**src/rtl/id_regfile_pipe_if.sv**
```systemverilog
// IF->ID and ID->EX handshake/bus bundle for id_regfile_pipe, plus write-back and flush inputs.
// slave = the decode stage, master = whoever drives it (IF/WB/EX side).
interface id_regfile_pipe_if #(
  parameter int DATA_W = 32,
  parameter int ADDR_W = 5
);
  logic              in_valid;
  logic              in_ready;
  logic [31:0]       ins;
  logic [31:0]       npc_i;
  logic              wb_en;
  logic [ADDR_W-1:0] wb_addr;
  logic [DATA_W-1:0] wb_data;
  logic              flush;
  logic              out_valid;
  logic              out_ready;
  logic [5:0]        out_op;
  logic [5:0]        out_func;
  logic [DATA_W-1:0] out_data_a;
  logic [DATA_W-1:0] out_data_b;
  logic [ADDR_W-1:0] out_dst;
  logic [DATA_W-1:0] out_simm;
  logic [DATA_W-1:0] out_zimm;
  logic [25:0]       out_jpc;
  logic [31:0]       out_npc;
  logic              out_mem_read;
  logic              out_mem_write;
  logic              out_load_wb;

  modport slave (
    input  in_valid, ins, npc_i, wb_en, wb_addr, wb_data, flush, out_ready,
    output in_ready, out_valid, out_op, out_func, out_data_a, out_data_b, out_dst,
           out_simm, out_zimm, out_jpc, out_npc, out_mem_read, out_mem_write, out_load_wb
  );

  modport master (
    output in_valid, ins, npc_i, wb_en, wb_addr, wb_data, flush, out_ready,
    input  in_ready, out_valid, out_op, out_func, out_data_a, out_data_b, out_dst,
           out_simm, out_zimm, out_jpc, out_npc, out_mem_read, out_mem_write, out_load_wb
  );
endinterface

```
**src/rtl/id_regfile_pipe.sv**
```systemverilog
// Decode stage: regfile with WB bypass, 1-cycle registered ID/EX slot, one bubble per load-use; holds while !out_ready.
// Optional macro ID_STALL_COUNTER_EN adds a 32-bit stall_count output counting hazard bubble cycles.
module id_regfile_pipe #(
  parameter int DATA_W   = 32,
  parameter int NUM_REGS = 32,
  parameter int ADDR_W   = 5
) (
  input  logic              clk,
  input  logic              rst,
  id_regfile_pipe_if.slave  bus
`ifdef ID_STALL_COUNTER_EN
  ,
  output logic [31:0]       stall_count
`endif
);

  typedef struct packed {
    logic [5:0]        op;
    logic [5:0]        func;
    logic [DATA_W-1:0] data_a;
    logic [DATA_W-1:0] data_b;
    logic [ADDR_W-1:0] dst;
    logic [ADDR_W-1:0] rs;
    logic [ADDR_W-1:0] rt;
    logic [DATA_W-1:0] simm;
    logic [DATA_W-1:0] zimm;
    logic [25:0]       jpc;
    logic [31:0]       npc;
    logic              mem_read;
    logic              mem_write;
    logic              load_wb;
  } entry_t;

  logic [DATA_W-1:0] regs_q [NUM_REGS];
  entry_t            entry_d, entry_q, dec;
  logic              valid_d, valid_q;
  logic [ADDR_W-1:0] rs_fld, rt_fld, rd_fld;
  logic [DATA_W-1:0] opa, opb;
  logic              wb_we, hazard, in_ready, accept;

  assign rs_fld = bus.ins[21 +: ADDR_W];
  assign rt_fld = bus.ins[16 +: ADDR_W];
  assign rd_fld = bus.ins[11 +: ADDR_W];
  assign wb_we  = bus.wb_en && (bus.wb_addr != '0);

  // Same-cycle write-back wins over the (not yet written) regfile contents.
  assign opa = (rs_fld == '0) ? '0 :
               (bus.wb_en && bus.wb_addr == rs_fld) ? bus.wb_data : regs_q[rs_fld];
  assign opb = (rt_fld == '0) ? '0 :
               (bus.wb_en && bus.wb_addr == rt_fld) ? bus.wb_data : regs_q[rt_fld];

  assign hazard   = valid_q && entry_q.mem_read && (entry_q.dst != '0) &&
                    ((entry_q.dst == rs_fld) || (entry_q.dst == rt_fld));
  assign in_ready = !bus.flush && !hazard && (!valid_q || bus.out_ready);
  assign accept   = bus.in_valid && in_ready;

  always_comb begin
    dec        = '0;
    dec.op     = bus.ins[31:26];
    dec.func   = bus.ins[5:0];
    dec.data_a = opa;
    dec.data_b = opb;
    dec.rs     = rs_fld;
    dec.rt     = rt_fld;
    dec.simm   = DATA_W'($signed(bus.ins[15:0]));
    dec.zimm   = DATA_W'(bus.ins[15:0]);
    dec.jpc    = bus.ins[25:0];
    dec.npc    = bus.npc_i;
    casez (bus.ins[31:26])
      6'b000000, 6'b011100: dec.dst = rd_fld;
      6'b010000, 6'b001???: dec.dst = rt_fld;
      6'b100000, 6'b100001, 6'b100011, 6'b100100, 6'b100101: begin
        dec.dst      = rt_fld;
        dec.mem_read = 1'b1;
        dec.load_wb  = 1'b1;
      end
      6'b101000, 6'b101001, 6'b101011: dec.mem_write = 1'b1;
      6'b000011, 6'b000001: dec.dst = {ADDR_W{1'b1}};
      default: ;
    endcase
  end

  always_comb begin
    entry_d = entry_q;
    valid_d = valid_q;
    if (bus.flush) begin
      valid_d = 1'b0;
    end else if (accept) begin
      entry_d = dec;
      valid_d = 1'b1;
    end else if (bus.out_ready) begin
      valid_d = 1'b0;
    end else begin
      // A held entry must not miss a write-back to its sources.
      if (wb_we && bus.wb_addr == entry_q.rs) entry_d.data_a = bus.wb_data;
      if (wb_we && bus.wb_addr == entry_q.rt) entry_d.data_b = bus.wb_data;
    end
  end

  always_ff @(posedge clk or posedge rst) begin
    if (rst) begin
      entry_q <= '0;
      valid_q <= 1'b0;
    end else begin
      entry_q <= entry_d;
      valid_q <= valid_d;
    end
  end

  always_ff @(posedge clk or posedge rst) begin
    if (rst) begin
      for (int i = 0; i < NUM_REGS; i++) regs_q[i] <= '0;
    end else if (wb_we) begin
      regs_q[bus.wb_addr] <= bus.wb_data;
    end
  end

`ifdef ID_STALL_COUNTER_EN
  logic [31:0] stall_q;

  always_ff @(posedge clk or posedge rst) begin
    if (rst) begin
      stall_q <= '0;
    end else if (hazard && bus.out_ready && !bus.flush) begin
      stall_q <= stall_q + 32'd1;
    end
  end

  assign stall_count = stall_q;
`endif

  assign bus.in_ready      = in_ready;
  assign bus.out_valid     = valid_q;
  assign bus.out_op        = entry_q.op;
  assign bus.out_func      = entry_q.func;
  assign bus.out_data_a    = entry_q.data_a;
  assign bus.out_data_b    = entry_q.data_b;
  assign bus.out_dst       = entry_q.dst;
  assign bus.out_simm      = entry_q.simm;
  assign bus.out_zimm      = entry_q.zimm;
  assign bus.out_jpc       = entry_q.jpc;
  assign bus.out_npc       = entry_q.npc;
  assign bus.out_mem_read  = entry_q.mem_read;
  assign bus.out_mem_write = entry_q.mem_write;
  assign bus.out_load_wb   = entry_q.load_wb;

endmodule

```
**src/flat_wrapper.sv**
```systemverilog
// flat-port wrapper written by rule: the top's interface ports become plain ports
module id_regfile_pipe_flat 
#(
  parameter int DATA_W   = 32,
  parameter int NUM_REGS = 32,
  parameter int ADDR_W   = 5
)
  (clk, rst, bus_in_valid, bus_ins, bus_npc_i, bus_wb_en, bus_wb_addr, bus_wb_data, bus_flush, bus_out_ready, bus_in_ready, bus_out_valid, bus_out_op, bus_out_func, bus_out_data_a, bus_out_data_b, bus_out_dst, bus_out_simm, bus_out_zimm, bus_out_jpc, bus_out_npc, bus_out_mem_read, bus_out_mem_write, bus_out_load_wb);
  id_regfile_pipe_if #(.DATA_W(DATA_W), .ADDR_W(ADDR_W)) bus_i ();
  input  logic clk;
  input  logic rst;
  input wire logic [$bits(bus_i.in_valid)-1:0] bus_in_valid;
  input wire logic [$bits(bus_i.ins)-1:0] bus_ins;
  input wire logic [$bits(bus_i.npc_i)-1:0] bus_npc_i;
  input wire logic [$bits(bus_i.wb_en)-1:0] bus_wb_en;
  input wire logic [$bits(bus_i.wb_addr)-1:0] bus_wb_addr;
  input wire logic [$bits(bus_i.wb_data)-1:0] bus_wb_data;
  input wire logic [$bits(bus_i.flush)-1:0] bus_flush;
  input wire logic [$bits(bus_i.out_ready)-1:0] bus_out_ready;
  output wire logic [$bits(bus_i.in_ready)-1:0] bus_in_ready;
  output wire logic [$bits(bus_i.out_valid)-1:0] bus_out_valid;
  output wire logic [$bits(bus_i.out_op)-1:0] bus_out_op;
  output wire logic [$bits(bus_i.out_func)-1:0] bus_out_func;
  output wire logic [$bits(bus_i.out_data_a)-1:0] bus_out_data_a;
  output wire logic [$bits(bus_i.out_data_b)-1:0] bus_out_data_b;
  output wire logic [$bits(bus_i.out_dst)-1:0] bus_out_dst;
  output wire logic [$bits(bus_i.out_simm)-1:0] bus_out_simm;
  output wire logic [$bits(bus_i.out_zimm)-1:0] bus_out_zimm;
  output wire logic [$bits(bus_i.out_jpc)-1:0] bus_out_jpc;
  output wire logic [$bits(bus_i.out_npc)-1:0] bus_out_npc;
  output wire logic [$bits(bus_i.out_mem_read)-1:0] bus_out_mem_read;
  output wire logic [$bits(bus_i.out_mem_write)-1:0] bus_out_mem_write;
  output wire logic [$bits(bus_i.out_load_wb)-1:0] bus_out_load_wb;
  assign bus_i.in_valid = bus_in_valid;
  assign bus_i.ins = bus_ins;
  assign bus_i.npc_i = bus_npc_i;
  assign bus_i.wb_en = bus_wb_en;
  assign bus_i.wb_addr = bus_wb_addr;
  assign bus_i.wb_data = bus_wb_data;
  assign bus_i.flush = bus_flush;
  assign bus_i.out_ready = bus_out_ready;
  assign bus_in_ready = bus_i.in_ready;
  assign bus_out_valid = bus_i.out_valid;
  assign bus_out_op = bus_i.out_op;
  assign bus_out_func = bus_i.out_func;
  assign bus_out_data_a = bus_i.out_data_a;
  assign bus_out_data_b = bus_i.out_data_b;
  assign bus_out_dst = bus_i.out_dst;
  assign bus_out_simm = bus_i.out_simm;
  assign bus_out_zimm = bus_i.out_zimm;
  assign bus_out_jpc = bus_i.out_jpc;
  assign bus_out_npc = bus_i.out_npc;
  assign bus_out_mem_read = bus_i.out_mem_read;
  assign bus_out_mem_write = bus_i.out_mem_write;
  assign bus_out_load_wb = bus_i.out_load_wb;
  id_regfile_pipe #(.DATA_W(DATA_W), .NUM_REGS(NUM_REGS), .ADDR_W(ADDR_W)) u_core (.clk(clk), .rst(rst), .bus(bus_i));
endmodule
```
**config.mk**
```make
export PLATFORM = sky130hd
export DESIGN_NAME = id_regfile_pipe_flat
export DESIGN_NICKNAME = d
export VERILOG_FILES = /design/src/rtl/id_regfile_pipe_if.sv /design/src/rtl/id_regfile_pipe.sv /design/src/flat_wrapper.sv
export SDC_FILE = /design/constraint.sdc
export NUM_CORES = 2
export LEC_CHECK = 0
export ABC_AREA = 1
export BUFFER_PORTS_ARGS = -buffer_cell sky130_fd_sc_hd__buf_2
export CAP_MARGIN = 20
export CORE_ASPECT_RATIO = 1.1
export CORE_UTILIZATION = 45
export CTS_BUF_LIST = sky130_fd_sc_hd__clkbuf_8
export CTS_CLUSTER_SIZE = 40
export DETAILED_ROUTE_END_ITERATION = 8
export HOLD_SLACK_MARGIN = 0.15
export PLACE_DENSITY = 0.67
export SYNTH_ARGS = -nofsm -noshare
export SYNTH_HDL_FRONTEND = slang
export SYNTH_SLANG_ARGS = --single-unit
export TNS_END_PERCENT = 50
```
**constraint.sdc**
```tcl
create_clock -name clk -period 52.2 [get_ports clk]
set_clock_uncertainty 0.05 [all_clocks]
set_input_delay 10.44 -clock clk [delete_from_list [all_inputs] [get_ports clk]]
set_output_delay 10.44 -clock clk [all_outputs]
set_load 0.1 [all_outputs]
```
Yosys cells after proc, flatten, opt, wreduce, memory -nomap -nowiden
Cells that the tools add are included.
{"block": "op_classes", "mux": 23, "reduce_logical": 33, "n_eq_ne": 20, "n_lt_le_gt_ge": 4, "bitwise": 4}
{"op": "$bwmux W1024", "n": 1}
{"op": "$mux W32", "n": 11}
{"op": "$bmux W32 S5", "n": 2}
{"op": "$demux W32 S5", "n": 1}
{"op": "$mux W64", "n": 2}
{"op": "$eq A6 B6 Y1 const B", "n": 8}
{"op": "$eq A5 B5 Y1", "n": 6}
{"op": "$ge A6 B6 Y1 const B", "n": 3}
{"op": "$not A5 Y6", "n": 3}
{"op": "$pmux W5 S3", "n": 1}
{"op": "$eq A6 B5 Y1 const B", "n": 2}
{"op": "$logic_and A1 B1 Y1", "n": 12}
{"op": "$logic_not A5 Y1", "n": 2}
{"op": "$reduce_bool A5 Y1", "n": 2}
{"op": "$reduce_or A7 Y1", "n": 1}
{"op": "$eq A6 B1 Y1 const B", "n": 1}
{"op": "$eq A6 B2 Y1 const B", "n": 1}
{"op": "$logic_not A6 Y1", "n": 1}
{"op": "$lt A6 B1 Y1 const B", "n": 1}
{"op": "$reduce_and A3 Y1", "n": 2}
{"op": "$mux W1", "n": 5}
{"op": "$reduce_or A5 Y1", "n": 1}
{"op": "$reduce_bool A2 Y1", "n": 2}
{"op": "$reduce_or A2 Y1", "n": 2}
{"op": "other kinds (8)", "n": 11}
{"block": "word_totals", "ff_bits": 1208, "input_bits": 107, "wordCells": 130, "out_inout_bits": 208}

Logic depth before layout (Yosys ltp)
{"block": "depth", "word_depth": 9, "mapped_depth": 16, "depth_no_buf": 13}

Least setup slack after synthesis
Ideal clock, no wire load.
{"block": "synth_timing", "path_type": "in2out", "from": "input port bus_ins[20]", "to": "output port bus_in_ready", "path_stages": 8, "n_path_buf": 1, "setup_slack_ps": 28568, "required_time_ps": 41710, "arrival_time_ps": 13142, "path_cell_list": "buf_4 inv_2 nand2_1 nand2_1 nor2_1 nand3_1 nand2_1 a21boi_0"}
{"block": "synth_between", "elab_chain_cells": 6}
{"item": "from (decl)", "line": "flat_wrapper.sv:13", "rtl": "input wire logic [$bits(bus_i.ins)-1:0] bus_ins;"}
{"item": "$eq A5 B5 Y1", "line": "id_regfile_pipe.sv:53", "rtl": "((entry_q.dst == rs_fld) || (entry_q.dst == rt_fld));"}
{"item": "$logic_or A1 B1 Y1", "line": "id_regfile_pipe.sv:53"}
{"item": "$logic_and A1 B1 Y1", "line": "id_regfile_pipe.sv:52", "rtl": "assign hazard = valid_q && entry_q.mem_read && (entry_q.dst != '0) &&"}
{"item": "$logic_not A1 Y1", "line": "id_regfile_pipe.sv:54", "rtl": "assign in_ready = !bus.flush && !hazard && (!valid_q || bus.out_ready);"}
{"item": "$logic_and A1 B1 Y1 (2 in a row)", "line": "id_regfile_pipe.sv:54"}
{"item": "to (decl)", "line": "flat_wrapper.sv:20", "rtl": "output wire logic [$bits(bus_i.in_ready)-1:0] bus_in_ready;"}
Every way passes these cells.

Worst setup path after layout
{"block": "layout_timing", "from": "input port bus_ins[21]", "to": "output port bus_in_ready"}
The elaborated chain is that of the path after synthesis.

==> impl_metrics.py <==
metrics = {
    "clock_network": {
        "cts_resized": 0,
        "clk_latency_ns": 0.95,
        "clock_path_buffers": 3,
        "cts.clk_slew.worst_paths_ns": 0.06,
        "cts_tree": "built",
        "cts_hold_buf": 0,
        "postCtsSetupRepairBufs": 0,
        "cts_num_sinks": 1160,
        "cts-root-buf": "clkbuf_8",
        "htree_levels": 4,
        "cts_buffers": 201,
    },
    "global_routing": {
        "antenna_found_initial": 4,
        "overflow": 0,
        "grt_max_degree": 176,
        "grt_pass1_wl_mm": 385.8,
        "gr-usage-all-layers": 0.3390,
        "grt_pass1_vias": 63276,
    },
    "sta": {
        "fin_tns_setup_ns": 0,
        "final_min_period_over_clock_period": 0.4408,
        "drv_slew": 0,
        "fin_crit_ns": 23.01,
        "rsz0062_at_grt": "false",
        "fmax_mhz": 43.46,
        "slew-limit-headroom": 0.1346,
        "worstMarginPinSlew_ns": 1.298,
        "hold_viol": 0,
        "setup_viol": 0,
    },
    "floorplanning": {
        "die_y_um": 403.6,
        "row_count": 147,
        "die-width_um": 367.1,
        "dieArea_um2": 148200,
        "pin_count": 315,
        "initial_core_util": 0.4530,
        "core_area_um2": 145700,
    },
    "setup_path": {
        "r2r-start": "u_core.bus.out_dst[2]$_DFFE_PP0P_",
        "worst_setup_path_end_kind": "output port",
        "arrival_ns": 12.52,
        "cp_max_fo": 105,
        "critPathKind": "input port to output port",
        "crit_path_start_kind": "input port",
        "cp.required_ns": 41.71,
        "startpoint": "bus_ins[21]",
    },
    "drt": {
        "vias_per_cell": 5.791,
        "wl_per_cell_um": 22.09,
        "wl_mm": 256.1,
        "drt-initial-drc-count": 9570,
        "vias": 67145,
        "firstDrtPassIters": 7,
        "ant_nets": 0,
        "drc": 0,
    },
    "pwr": {
        "power_density_nw_per_um2": 39.24,
        "ir_drop_uv": 28.45,
        "power_leakage_nw": 35.98,
    },
    "yosys": {
        "synth-simple-area-share": 0.3487,
        "post-synth-top-count-cell": "nand2_1",
        "synth.distinct_cells": 36,
        "ys.flop_type": "dfrtp_1",
        "syn-cell-area_um2": 65980,
        "synth_compound_area_frac": 0.1058,
        "ys_seq_area_frac": 0.4399,
        "syn_area_per_cell_um2": 6.781,
        "synth-async-reset-ratio": 1.000,
        "ys_warn_count": 0,
        "yosys.area.top_type": "dfrtp_1",
        "syn_inst": 9731,
        "synth_common_cells": "nand2_1 (3794), nand3_1 (1352), dfrtp_1 (1160)",
        "yosys-top-cells-area": "dfrtp_1 (44%), nand2_1 (22%), nand3_1 (10%)",
        "synth_xor_area_frac": 0.001460,
        "synth_top_family_by_area": "simple AND/OR/NAND/NOR gates",
        "synth-edff-count": 0,
        "synth_mux_area_frac": 0,
        "synth_top_cell_area_share": 0.4399,
        "synth_fa_ha_area_frac": 0,
        "ys_seq_elements": 1160,
    },
    "finish": {
        "syn2layout_area_growth_pct": 8.154,
        "fill_cells": 14624,
        "final_area_um2": 71360,
        "finalNonFillerCells": 11595,
        "layout-drive-gt1-share": 0.08213,
        "finalNetCount": 9608,
    },
    "worst_hold_path": {
        "hold_path_startpoint": "u_core.regs_q[1007]$_DFFE_PP0P_",
        "min_path_type": "flop to flop",
    },
    "status": {
        "status": "completed",
    },
    "placement": {
        "dpl.hpwl_mm": 140.9,
        "place_congestion": 0.9130,
        "portBuffers": 298,
        "place_inst": 11233,
        "postPlaceCellArea_um2": 67140,
    },
    "job": {
        "timing.max_cap.violations": 0,
    },
}
## sequential cells by signal, summed over array words and instances, names as in the netlist
register and count:
u_core.bus.out_data_b 32, u_core.bus.out_mem_read 1, u_core.bus.out_data_a 32, u_core.bus.out_op 6, u_core.regs_q 1024, u_core.bus.out_jpc 26
u_core.bus.out_dst 5, u_core.bus.out_mem_write 1, u_core.bus.out_npc 32, u_core.bus.out_valid 1
## cell families after synthesis
logic type,Yosys count
simple gates,5587
xor+xnor,11
buf+inv,1635
other cells,1
flops,1160
compound gates,1337
## area by class of cell
| type | instances | area [um^2] | area share |
|---|---|---|---|
| Clock buffer | 273 | 3757 | 0.05265 |
| Tap cell | 1937 | 2424 | 0.03396 |
| Sequential cell | 1160 | 29030 | 0.4068 |
| Antenna cell | 3 | 7.507 | 0.0001052 |
| Multi-Input combinational cell | 6951 | 30310 | 0.4248 |
| Clock inverter | 84 | 400.4 | 0.005610 |
| Timing Repair Buffer | 411 | 2466 | 0.03456 |
| Inverter | 776 | 2967 | 0.04157 |
## per-stage QoR
stage	util	total power (W)	worst slack, ns	hold slack, ns
3_3_place_gp	0.4609	0.001912	29.17	0.3146
6_report	0.4899	0.002800	29.19	0.3247
2_1_floorplan	-	0.001766	9.038	0.3790
4_1_cts	0.4895	0.002792	29.29	0.3284
3_5_place_dp	0.4609	0.001934	29.29	0.3156
5_1_grt	0.4899	0.002943	29.16	0.3360
## critical path: stages
cell,delay (ns)
buf_8,0.29
inv_8,0.71
nand2_1,0.11
nand2_1,0.10
nor2_1,0.05
nand3_1,0.06
nand2_1,0.07
a21boi_0,0.16
buf_2,0.45
## final timing paths
check	to	slack (ns)	cells past startpoint
max in group asynchronous	u_core.regs_q[174]$_DFFE_PP0P_	38.42	7
min in group asynchronous	u_core.regs_q[963]$_DFFE_PP0P_	9.59	2
max reg2reg	u_core.bus.out_data_a[18]$_DFFE_PP0P_	48.73	13
max	bus_in_ready	29.19	9
min reg2reg	u_core.regs_q[1007]$_DFFE_PP0P_	0.32	0
min	u_core.regs_q[1007]$_DFFE_PP0P_	0.32	0
## placed cells by master, fill, tap and decap left out, drive strengths merged, types with 5 or more instances in the layout
master,instances
buf,410
nand4,67
clkbuf,274
o22ai,5
o211ai,105
nor2,346
a21oi,145
xnor2,6
nor3,13
conb,16
o21ai,1080
nand3,1352
xor2,5
dfrtp,1160
nand2,3803
clkinv,18
inv,838
## per-layer routing
metal | wire [um] | up-vias | part of all wire | track usage
li1 | - | 30331 | - | -
met1 | 95770 | 31526 | 0.37 | 0.4307
met2 | 110900 | 4302 | 0.43 | 0.5156
met3 | 30150 | 986 | 0.12 | 0.07471
met4 | 19350 | 0 | 0.076 | 0.2323
met5 | 0 | - | 0 | 0
## report_power, final
part | switching (W) | internal, W | leakage, nW
clock network | 0.000396 | 0.000467 | 2.38
logic | 0.000572 | 0.000192 | 18.8
registers | 0.000105 | 0.00107 | 14.8
No activity file was read; power rests on OpenSTA's default activity.
